`config.mk`:
```
export PLATFORM = sky130hd
export DESIGN_NAME = alu_operand_stage_flat
export DESIGN_NICKNAME = d
export VERILOG_FILES = /design/src/rtl/mips_pkg.sv /design/src/rtl/alu_operand_stage_if.sv /design/src/rtl/alu_operand_stage_forward.sv /design/src/rtl/alu_operand_stage.sv /design/src/flat_wrapper.sv
export SDC_FILE = /design/constraint.sdc
export NUM_CORES = 1
export LEC_CHECK = 0
export BUFFER_PORTS_ARGS = -buffer_cell sky130_fd_sc_hd__buf_2
export CORE_MARGIN = 2
export CORE_UTILIZATION = 35
export CTS_CLUSTER_DIAMETER = 50
export CTS_CLUSTER_SIZE = 12
export DETAILED_ROUTE_END_ITERATION = 10
export GPL_TIMING_DRIVEN = 0
export PLACE_DENSITY = 0.67
export RECOVER_POWER = 100
export SLEW_MARGIN = 25
export SYNTH_ARGS = -nofsm -noshare
export SYNTH_HDL_FRONTEND = slang
export SYNTH_SLANG_ARGS = --single-unit
```
`constraint.sdc`:
```
create_clock -name in_clk -period 2.16 [get_ports in_clk]
set_input_delay 0.108 -clock in_clk [delete_from_list [all_inputs] [get_ports in_clk]]
set_output_delay 0.108 -clock in_clk [all_outputs]
set_load 0.005 [all_outputs]
```
`src/rtl/mips_pkg.sv`:
```
// Shared encodings for the MIPS datapath operand-select logic.
package mips_pkg;

    // Operand B source selection
    typedef enum logic [1:0] {
        B_RT    = 2'b00,
        B_SEXT  = 2'b01,
        B_ZEXT  = 2'b10,
        B_UPPER = 2'b11
    } b_mode_e;

    // Operand A source selection
    typedef enum logic {
        A_RS    = 1'b0,
        A_SHAMT = 1'b1
    } a_mode_e;

    // Register 0 is hard-wired and never a forwarding target
    localparam int unsigned REG_ZERO = 0;

endpackage

```
`src/rtl/alu_operand_stage_if.sv`:
```
// Operand request / result bundle between decode, the operand stage and the ALU.
interface alu_operand_stage_if #(
    parameter int DATA_W  = 32,
    parameter int IMM_W   = 16,
    parameter int SHAMT_W = 5,
    parameter int REG_AW  = 5
);
    logic                in_valid;
    logic                out_ready;
    logic [DATA_W-1:0]   in_rs_data;
    logic [DATA_W-1:0]   in_rt_data;
    logic [REG_AW-1:0]   in_rs_addr;
    logic [REG_AW-1:0]   in_rt_addr;
    logic [IMM_W-1:0]    in_imm;
    logic [SHAMT_W-1:0]  in_shamt;
    logic                in_a_mode;
    logic [1:0]          in_b_mode;
    logic                in_ex_wen;
    logic                in_mem_wen;
    logic [REG_AW-1:0]   in_ex_waddr;
    logic [REG_AW-1:0]   in_mem_waddr;
    logic [DATA_W-1:0]   in_ex_wdata;
    logic [DATA_W-1:0]   in_mem_wdata;
    logic                in_flush;
    logic                in_ready;
    logic                out_valid;
    logic [DATA_W-1:0]   out_a;
    logic [DATA_W-1:0]   out_b;
    logic [DATA_W-1:0]   out_store_data;

    modport master (
        output in_valid, in_rs_data, in_rt_data, in_rs_addr, in_rt_addr,
               in_imm, in_shamt, in_a_mode, in_b_mode,
               in_ex_wen, in_mem_wen, in_ex_waddr, in_mem_waddr,
               in_ex_wdata, in_mem_wdata, in_flush, in_ready,
        input  out_ready, out_valid, out_a, out_b, out_store_data
    );

    modport slave (
        input  in_valid, in_rs_data, in_rt_data, in_rs_addr, in_rt_addr,
               in_imm, in_shamt, in_a_mode, in_b_mode,
               in_ex_wen, in_mem_wen, in_ex_waddr, in_mem_waddr,
               in_ex_wdata, in_mem_wdata, in_flush, in_ready,
        output out_ready, out_valid, out_a, out_b, out_store_data
    );

endinterface

```
`src/rtl/alu_operand_stage_forward.sv`:
```
// Combinational EX/MEM bypass for one source register; EX wins over MEM, r0 never bypassed.
module operand_forward
    import mips_pkg::*;
#(
    parameter int DATA_W = 32,
    parameter int REG_AW = 5
) (
    input  logic [REG_AW-1:0] in_addr,
    input  logic [DATA_W-1:0] in_rf_data,
    input  logic              in_ex_wen,
    input  logic [REG_AW-1:0] in_ex_waddr,
    input  logic [DATA_W-1:0] in_ex_wdata,
    input  logic              in_mem_wen,
    input  logic [REG_AW-1:0] in_mem_waddr,
    input  logic [DATA_W-1:0] in_mem_wdata,
    output logic [DATA_W-1:0] out_data
);

    logic not_zero;
    assign not_zero = (in_addr != REG_AW'(REG_ZERO));

    // Priority select: youngest producer (EX) first, then MEM, then register file
    always_comb begin
        out_data = in_rf_data;
        if (not_zero && in_ex_wen && (in_ex_waddr == in_addr)) begin
            out_data = in_ex_wdata;
        end else if (not_zero && in_mem_wen && (in_mem_waddr == in_addr)) begin
            out_data = in_mem_wdata;
        end
    end

endmodule

```
`src/rtl/alu_operand_stage.sv`:
```
// ALU operand-select stage: forwarding, A/B source muxing and a valid/ready pipeline register.
module alu_operand_stage
    import mips_pkg::*;
#(
    parameter int DATA_W  = 32,
    parameter int IMM_W   = 16,
    parameter int SHAMT_W = 5,
    parameter int REG_AW  = 5
) (
    input  logic                in_clk,
    input  logic                in_rst_n,
    alu_operand_stage_if.slave  bus
);

    logic [DATA_W-1:0] fwd_rs;
    logic [DATA_W-1:0] fwd_rt;
    logic [DATA_W-1:0] a_d, b_d, st_d;
    logic [DATA_W-1:0] a_q, b_q, st_q;
    logic              valid_d, valid_q;
    logic              load;
    b_mode_e           b_mode;
    a_mode_e           a_mode;

    operand_forward #(.DATA_W(DATA_W), .REG_AW(REG_AW)) u_fwd_rs (
        .in_addr      (bus.in_rs_addr),
        .in_rf_data   (bus.in_rs_data),
        .in_ex_wen    (bus.in_ex_wen),
        .in_ex_waddr  (bus.in_ex_waddr),
        .in_ex_wdata  (bus.in_ex_wdata),
        .in_mem_wen   (bus.in_mem_wen),
        .in_mem_waddr (bus.in_mem_waddr),
        .in_mem_wdata (bus.in_mem_wdata),
        .out_data     (fwd_rs)
    );

    operand_forward #(.DATA_W(DATA_W), .REG_AW(REG_AW)) u_fwd_rt (
        .in_addr      (bus.in_rt_addr),
        .in_rf_data   (bus.in_rt_data),
        .in_ex_wen    (bus.in_ex_wen),
        .in_ex_waddr  (bus.in_ex_waddr),
        .in_ex_wdata  (bus.in_ex_wdata),
        .in_mem_wen   (bus.in_mem_wen),
        .in_mem_waddr (bus.in_mem_waddr),
        .in_mem_wdata (bus.in_mem_wdata),
        .out_data     (fwd_rt)
    );

    assign a_mode        = a_mode_e'(bus.in_a_mode);
    assign b_mode        = b_mode_e'(bus.in_b_mode);
    assign bus.out_ready = !valid_q || bus.in_ready;
    assign load          = bus.in_valid && bus.out_ready && !bus.in_flush;

    // Next-state: capture on load, drain on downstream accept, flush dominates both
    always_comb begin
        a_d     = a_q;
        b_d     = b_q;
        st_d    = st_q;
        valid_d = valid_q;
        if (bus.in_flush) begin
            valid_d = 1'b0;
        end else if (load) begin
            valid_d = 1'b1;
            a_d     = (a_mode == A_SHAMT) ? DATA_W'(bus.in_shamt) : fwd_rs;
            st_d    = fwd_rt;
            case (b_mode)
                B_RT:    b_d = fwd_rt;
                B_SEXT:  b_d = {{(DATA_W-IMM_W){bus.in_imm[IMM_W-1]}}, bus.in_imm};
                B_ZEXT:  b_d = DATA_W'(bus.in_imm);
                B_UPPER: b_d = DATA_W'(bus.in_imm) << IMM_W;
                default: b_d = fwd_rt;
            endcase
        end else if (bus.in_ready) begin
            valid_d = 1'b0;
        end
    end

    // Pipeline register, cleared asynchronously so a reset drops any held operation
    always_ff @(posedge in_clk or negedge in_rst_n) begin
        if (!in_rst_n) begin
            valid_q <= 1'b0;
            a_q     <= '0;
            b_q     <= '0;
            st_q    <= '0;
        end else begin
            valid_q <= valid_d;
            a_q     <= a_d;
            b_q     <= b_d;
            st_q    <= st_d;
        end
    end

    assign bus.out_valid      = valid_q;
    assign bus.out_a          = a_q;
    assign bus.out_b          = b_q;
    assign bus.out_store_data = st_q;

endmodule
```
`src/flat_wrapper.sv`:
```
// flat-port wrapper written by rule: the top's interface ports become plain ports
module alu_operand_stage_flat import mips_pkg::*;
#(
    parameter int DATA_W  = 32,
    parameter int IMM_W   = 16,
    parameter int SHAMT_W = 5,
    parameter int REG_AW  = 5
)
  (in_clk, in_rst_n, bus_in_valid, bus_in_rs_data, bus_in_rt_data, bus_in_rs_addr, bus_in_rt_addr, bus_in_imm, bus_in_shamt, bus_in_a_mode, bus_in_b_mode, bus_in_ex_wen, bus_in_mem_wen, bus_in_ex_waddr, bus_in_mem_waddr, bus_in_ex_wdata, bus_in_mem_wdata, bus_in_flush, bus_in_ready, bus_out_ready, bus_out_valid, bus_out_a, bus_out_b, bus_out_store_data);
  alu_operand_stage_if #(.DATA_W(DATA_W), .IMM_W(IMM_W), .SHAMT_W(SHAMT_W), .REG_AW(REG_AW)) bus_i ();
  input  logic in_clk;
  input  logic in_rst_n;
  input wire logic [$bits(bus_i.in_valid)-1:0] bus_in_valid;
  input wire logic [$bits(bus_i.in_rs_data)-1:0] bus_in_rs_data;
  input wire logic [$bits(bus_i.in_rt_data)-1:0] bus_in_rt_data;
  input wire logic [$bits(bus_i.in_rs_addr)-1:0] bus_in_rs_addr;
  input wire logic [$bits(bus_i.in_rt_addr)-1:0] bus_in_rt_addr;
  input wire logic [$bits(bus_i.in_imm)-1:0] bus_in_imm;
  input wire logic [$bits(bus_i.in_shamt)-1:0] bus_in_shamt;
  input wire logic [$bits(bus_i.in_a_mode)-1:0] bus_in_a_mode;
  input wire logic [$bits(bus_i.in_b_mode)-1:0] bus_in_b_mode;
  input wire logic [$bits(bus_i.in_ex_wen)-1:0] bus_in_ex_wen;
  input wire logic [$bits(bus_i.in_mem_wen)-1:0] bus_in_mem_wen;
  input wire logic [$bits(bus_i.in_ex_waddr)-1:0] bus_in_ex_waddr;
  input wire logic [$bits(bus_i.in_mem_waddr)-1:0] bus_in_mem_waddr;
  input wire logic [$bits(bus_i.in_ex_wdata)-1:0] bus_in_ex_wdata;
  input wire logic [$bits(bus_i.in_mem_wdata)-1:0] bus_in_mem_wdata;
  input wire logic [$bits(bus_i.in_flush)-1:0] bus_in_flush;
  input wire logic [$bits(bus_i.in_ready)-1:0] bus_in_ready;
  output wire logic [$bits(bus_i.out_ready)-1:0] bus_out_ready;
  output wire logic [$bits(bus_i.out_valid)-1:0] bus_out_valid;
  output wire logic [$bits(bus_i.out_a)-1:0] bus_out_a;
  output wire logic [$bits(bus_i.out_b)-1:0] bus_out_b;
  output wire logic [$bits(bus_i.out_store_data)-1:0] bus_out_store_data;
  assign bus_i.in_valid = bus_in_valid;
  assign bus_i.in_rs_data = bus_in_rs_data;
  assign bus_i.in_rt_data = bus_in_rt_data;
  assign bus_i.in_rs_addr = bus_in_rs_addr;
  assign bus_i.in_rt_addr = bus_in_rt_addr;
  assign bus_i.in_imm = bus_in_imm;
  assign bus_i.in_shamt = bus_in_shamt;
  assign bus_i.in_a_mode = bus_in_a_mode;
  assign bus_i.in_b_mode = bus_in_b_mode;
  assign bus_i.in_ex_wen = bus_in_ex_wen;
  assign bus_i.in_mem_wen = bus_in_mem_wen;
  assign bus_i.in_ex_waddr = bus_in_ex_waddr;
  assign bus_i.in_mem_waddr = bus_in_mem_waddr;
  assign bus_i.in_ex_wdata = bus_in_ex_wdata;
  assign bus_i.in_mem_wdata = bus_in_mem_wdata;
  assign bus_i.in_flush = bus_in_flush;
  assign bus_i.in_ready = bus_in_ready;
  assign bus_out_ready = bus_i.out_ready;
  assign bus_out_valid = bus_i.out_valid;
  assign bus_out_a = bus_i.out_a;
  assign bus_out_b = bus_i.out_b;
  assign bus_out_store_data = bus_i.out_store_data;
  alu_operand_stage #(.DATA_W(DATA_W), .IMM_W(IMM_W), .SHAMT_W(SHAMT_W), .REG_AW(REG_AW)) u_core (.in_clk(in_clk), .in_rst_n(in_rst_n), .bus(bus_i));
endmodule
```
==> run metrics <==
Area Growth Syn to Fin=32.36%; Tcrit/Tclk final=0.9712; nets=about 1.2k; most numerous cell in the Yosys netlist=dfrtp_1; initial antenna violation count=6; Netlist Area Pre-Place=6155 µm²; DR vias=6997; Sinks on Clock Net=97; total power=about 5.5 mW; Final Non-Filler Cells=1232; GP Congestion=0.9535; first-pass GRT wire length=around 38 mm; run status=finished, final reports clean; CTS Buf Count=9; DRC violations left=0; setup TNS=0 ns; Die H=~140 µm; Post-DRT Antenna Nets=0; Cell Rows=48; P_leak=3.855 nW; DR pass1 iterations=6; maximum VDD drop=0.0003749 V; Async S/R FF share, synth=1.000; Critical-path top delay cell=or4_4; GRT Util Overall=0.2755; clock transition at the registers of the reported paths=0.07 ns; Total Routed Length=between 20 and 30 mm; Commonest cells post-synth=dfrtp_1 (97), nand2_1 (79), clkbuf_1 (50); Final Max Slew Viols=0; CTS H-tree depth=3; filler cell count=1768; Seq/Total Area, Yosys=0.3944; core area=between 15000 and 20000 µm²; vias in the first global route=6614; Clock Latency Late Sink=0.36 ns; PD cells=just under 700 nW/µm²; vias per std cell=5.679; Synth area leader=dfrtp_1; Worst EP arrival=2.32 ns; CP endpoint kind=register; CP Max Fanout=10; max_slew headroom=0.07801; slew of the pin with the lowest slew margin=1.383 ns; WP buf/inv=4; drt wl/cell=about 21 µm; post-detail-place hpwl=21.14 mm; MaxCap Viol Count=0; Post-Place Cells=1210; synth unique cells=39; Initial Util=0.3571; number of flops mapped to enable cells by yosys=0; synth top area cells=dfrtp_1 (39%), a21boi_1 (5.6%), and3_1 (4.9%); Synth Warn #=0; Synth top area share=0.3944; Die Area=18660 µm²; FF+latch count, synth=97; Final min period=2.098 ns; maximum root-to-sink buffer count=2; Finish-stage setup viols=0; layout cells sized above 1=0.2612; startpoint types=primary input; largest net degree at the start of global routing=between 50 and 60; ys flop type=dfrtp_1; Mapped Cells=roughly 710; Largest stage delay, worst path=0.56 ns; Peak Freq=0.4767 GHz; GR Overflow Total=0; critical path data required time=2.38 ns; port bufs=276; syn nets=887; Root Buffer=clkbuf_16; Crit path max-delay family=compound AO/OA/AOI/OAI gates; TritonCTS clock tree=built; critical path, cell by cell=buf_2 -> or4_4 -> o211a_1 -> buf_2 -> and2_1 -> buf_6 -> buf_6 -> o311ai_1 -> a31oi_1; RSZ-0062 raised after global routing=no; DRT iter0 DRCs=579; Die X-Extent=136.6 µm; Crit Path Class=in2reg; Mean Syn Cell Area=~8.7 µm²; Final Hold Violating Endpoints=0; Min-Delay Path Class=in2reg; Ports=277; Worst Skew=about 0.0074 ns
## worst register-to-register path: cells and delay by family (launching register included)
family / cells / cell delay, ns
and+or+nand+nor: 3 / 0.81
buffers and inverters: 2 / 0.55
DFF: 1 / 0.37
AOI/OAI and AO/OA: 1 / 0.25
## sequential cells by signal, indices dropped and copies added, names as in the netlist
register                   count
u_core.bus.out_a              32
u_core.bus.out_b              32
u_core.bus.out_store_data     32
u_core.bus.out_valid           1
## cell type report
class	instances	area [µm²]	share of cell area
multi-input cells	524	3344	0.4105
flip-flops and latches	97	2427	0.2980
repair buffers	279	1349	0.1656
plain buffers	70	335.3	0.04116
well taps	225	281.5	0.03456
clock buffers	10	239.0	0.02933
clock inverters	6	96.34	0.01183
inverters	17	63.81	0.007833
diodes	4	10.01	0.001229
## per-stage QoR
| step | area, µm² | setup WS, ns | utilization | hold WS [ns] |
|---|---|---|---|---|
| finish | 8147 | 0.06222 | 0.4726 | 0.009655 |
| global route | 8142 | 0.007972 | 0.4723 | 0.04713 |
| CTS | 8213 | 0.08470 | 0.4765 | 0.003554 |
| detailed placement | 7851 | -0.2596 | 0.4555 | 0.1011 |
| global placement | 7818 | -0.2458 | 0.4535 | 0.2949 |
| floorplan | 6155 | 0.2576 | - | -0.1876 |
## cell families after synthesis
family,count (synthesis),synth area share
DFF,97,0.3944
and+or+nand+nor,239,0.1939
xor gates and xnor gates,20,0.02846
AOI/OAI and AO/OA,265,0.3202
buffers and inverters,87,0.06302
## timing repair
| item | in CTS | in global routing |
|---|---|---|
| endpoints found under the hold margin | 51 | 0 |
| resized for setup | 2 | 15 |
| hold buffers | 2 | 0 |
| endpoints found under the setup margin | 20 | 81 |
| buffers inserted | 0 | 0 |
## where the power goes
part	internal, mW	switching, mW	total, mW
Clock	1.06	0.783	1.85
Sequential	2.09	0.170	2.26
Combinational	0.605	0.789	1.39
Total	3.76	1.74	5.50
## layer usage
metal  track usage  part of all wire
met1        0.3748              0.42
met2        0.4350              0.46
met3       0.05852             0.087
met4       0.09201             0.030
met5             0            0.0016
## cell usage in the layout, fill, tap and decap left out, types with 2 or more instances in the layout
cell type / instances
inv_1: 17
xor2_1: 10
nor2_1: 47
nor2b_1: 3
o41ai_1: 16
dlygate4sd3_1: 2
xnor2_1: 10
nand2_1: 79
a211o_1: 32
o211a_1: 2
o311ai_1: 16
buf_1: 8
inv_6: 2
diode_2: 4
nand2b_1: 17
clkbuf_16: 9
a21oi_1: 21
a31o_1: 5
a21boi_0: 10
o21ai_0: 36
buf_2: 217
nand3_1: 32
o21ai_1: 12
a31oi_1: 16
nand4_1: 2
o31ai_1: 32
clkbuf_2: 11
buf_6: 7
dfrtp_1: 97
and3_1: 48
nor4_4: 2
a21boi_1: 38
clkbuf_1: 103
a32o_1: 27
bufinv_16: 2
or4_4: 2
## final timing paths
| kind | slack [ns] | start | endpoint | cells past startpoint |
|---|---|---|---|---|
| max | 0.06 | bus_in_rt_addr[2] | u_core.bus.out_b[5] | 9 |
| min | 0.01 | bus_in_valid | u_core.bus.out_valid | 3 |
| min in group asynchronous | 0.61 | in_rst_n | u_core.bus.out_store_data[9] | 2 |
| min reg2reg | 0.48 | u_core.bus.out_store_data[16] | u_core.bus.out_store_data[16] | 2 |
| max in group asynchronous | 0.68 | in_rst_n | u_core.bus.out_a[25] | 3 |
| max reg2reg | 0.12 | u_core.bus.out_valid | u_core.bus.out_a[10] | 6 |
No activity file was read; power rests on OpenSTA's default activity.
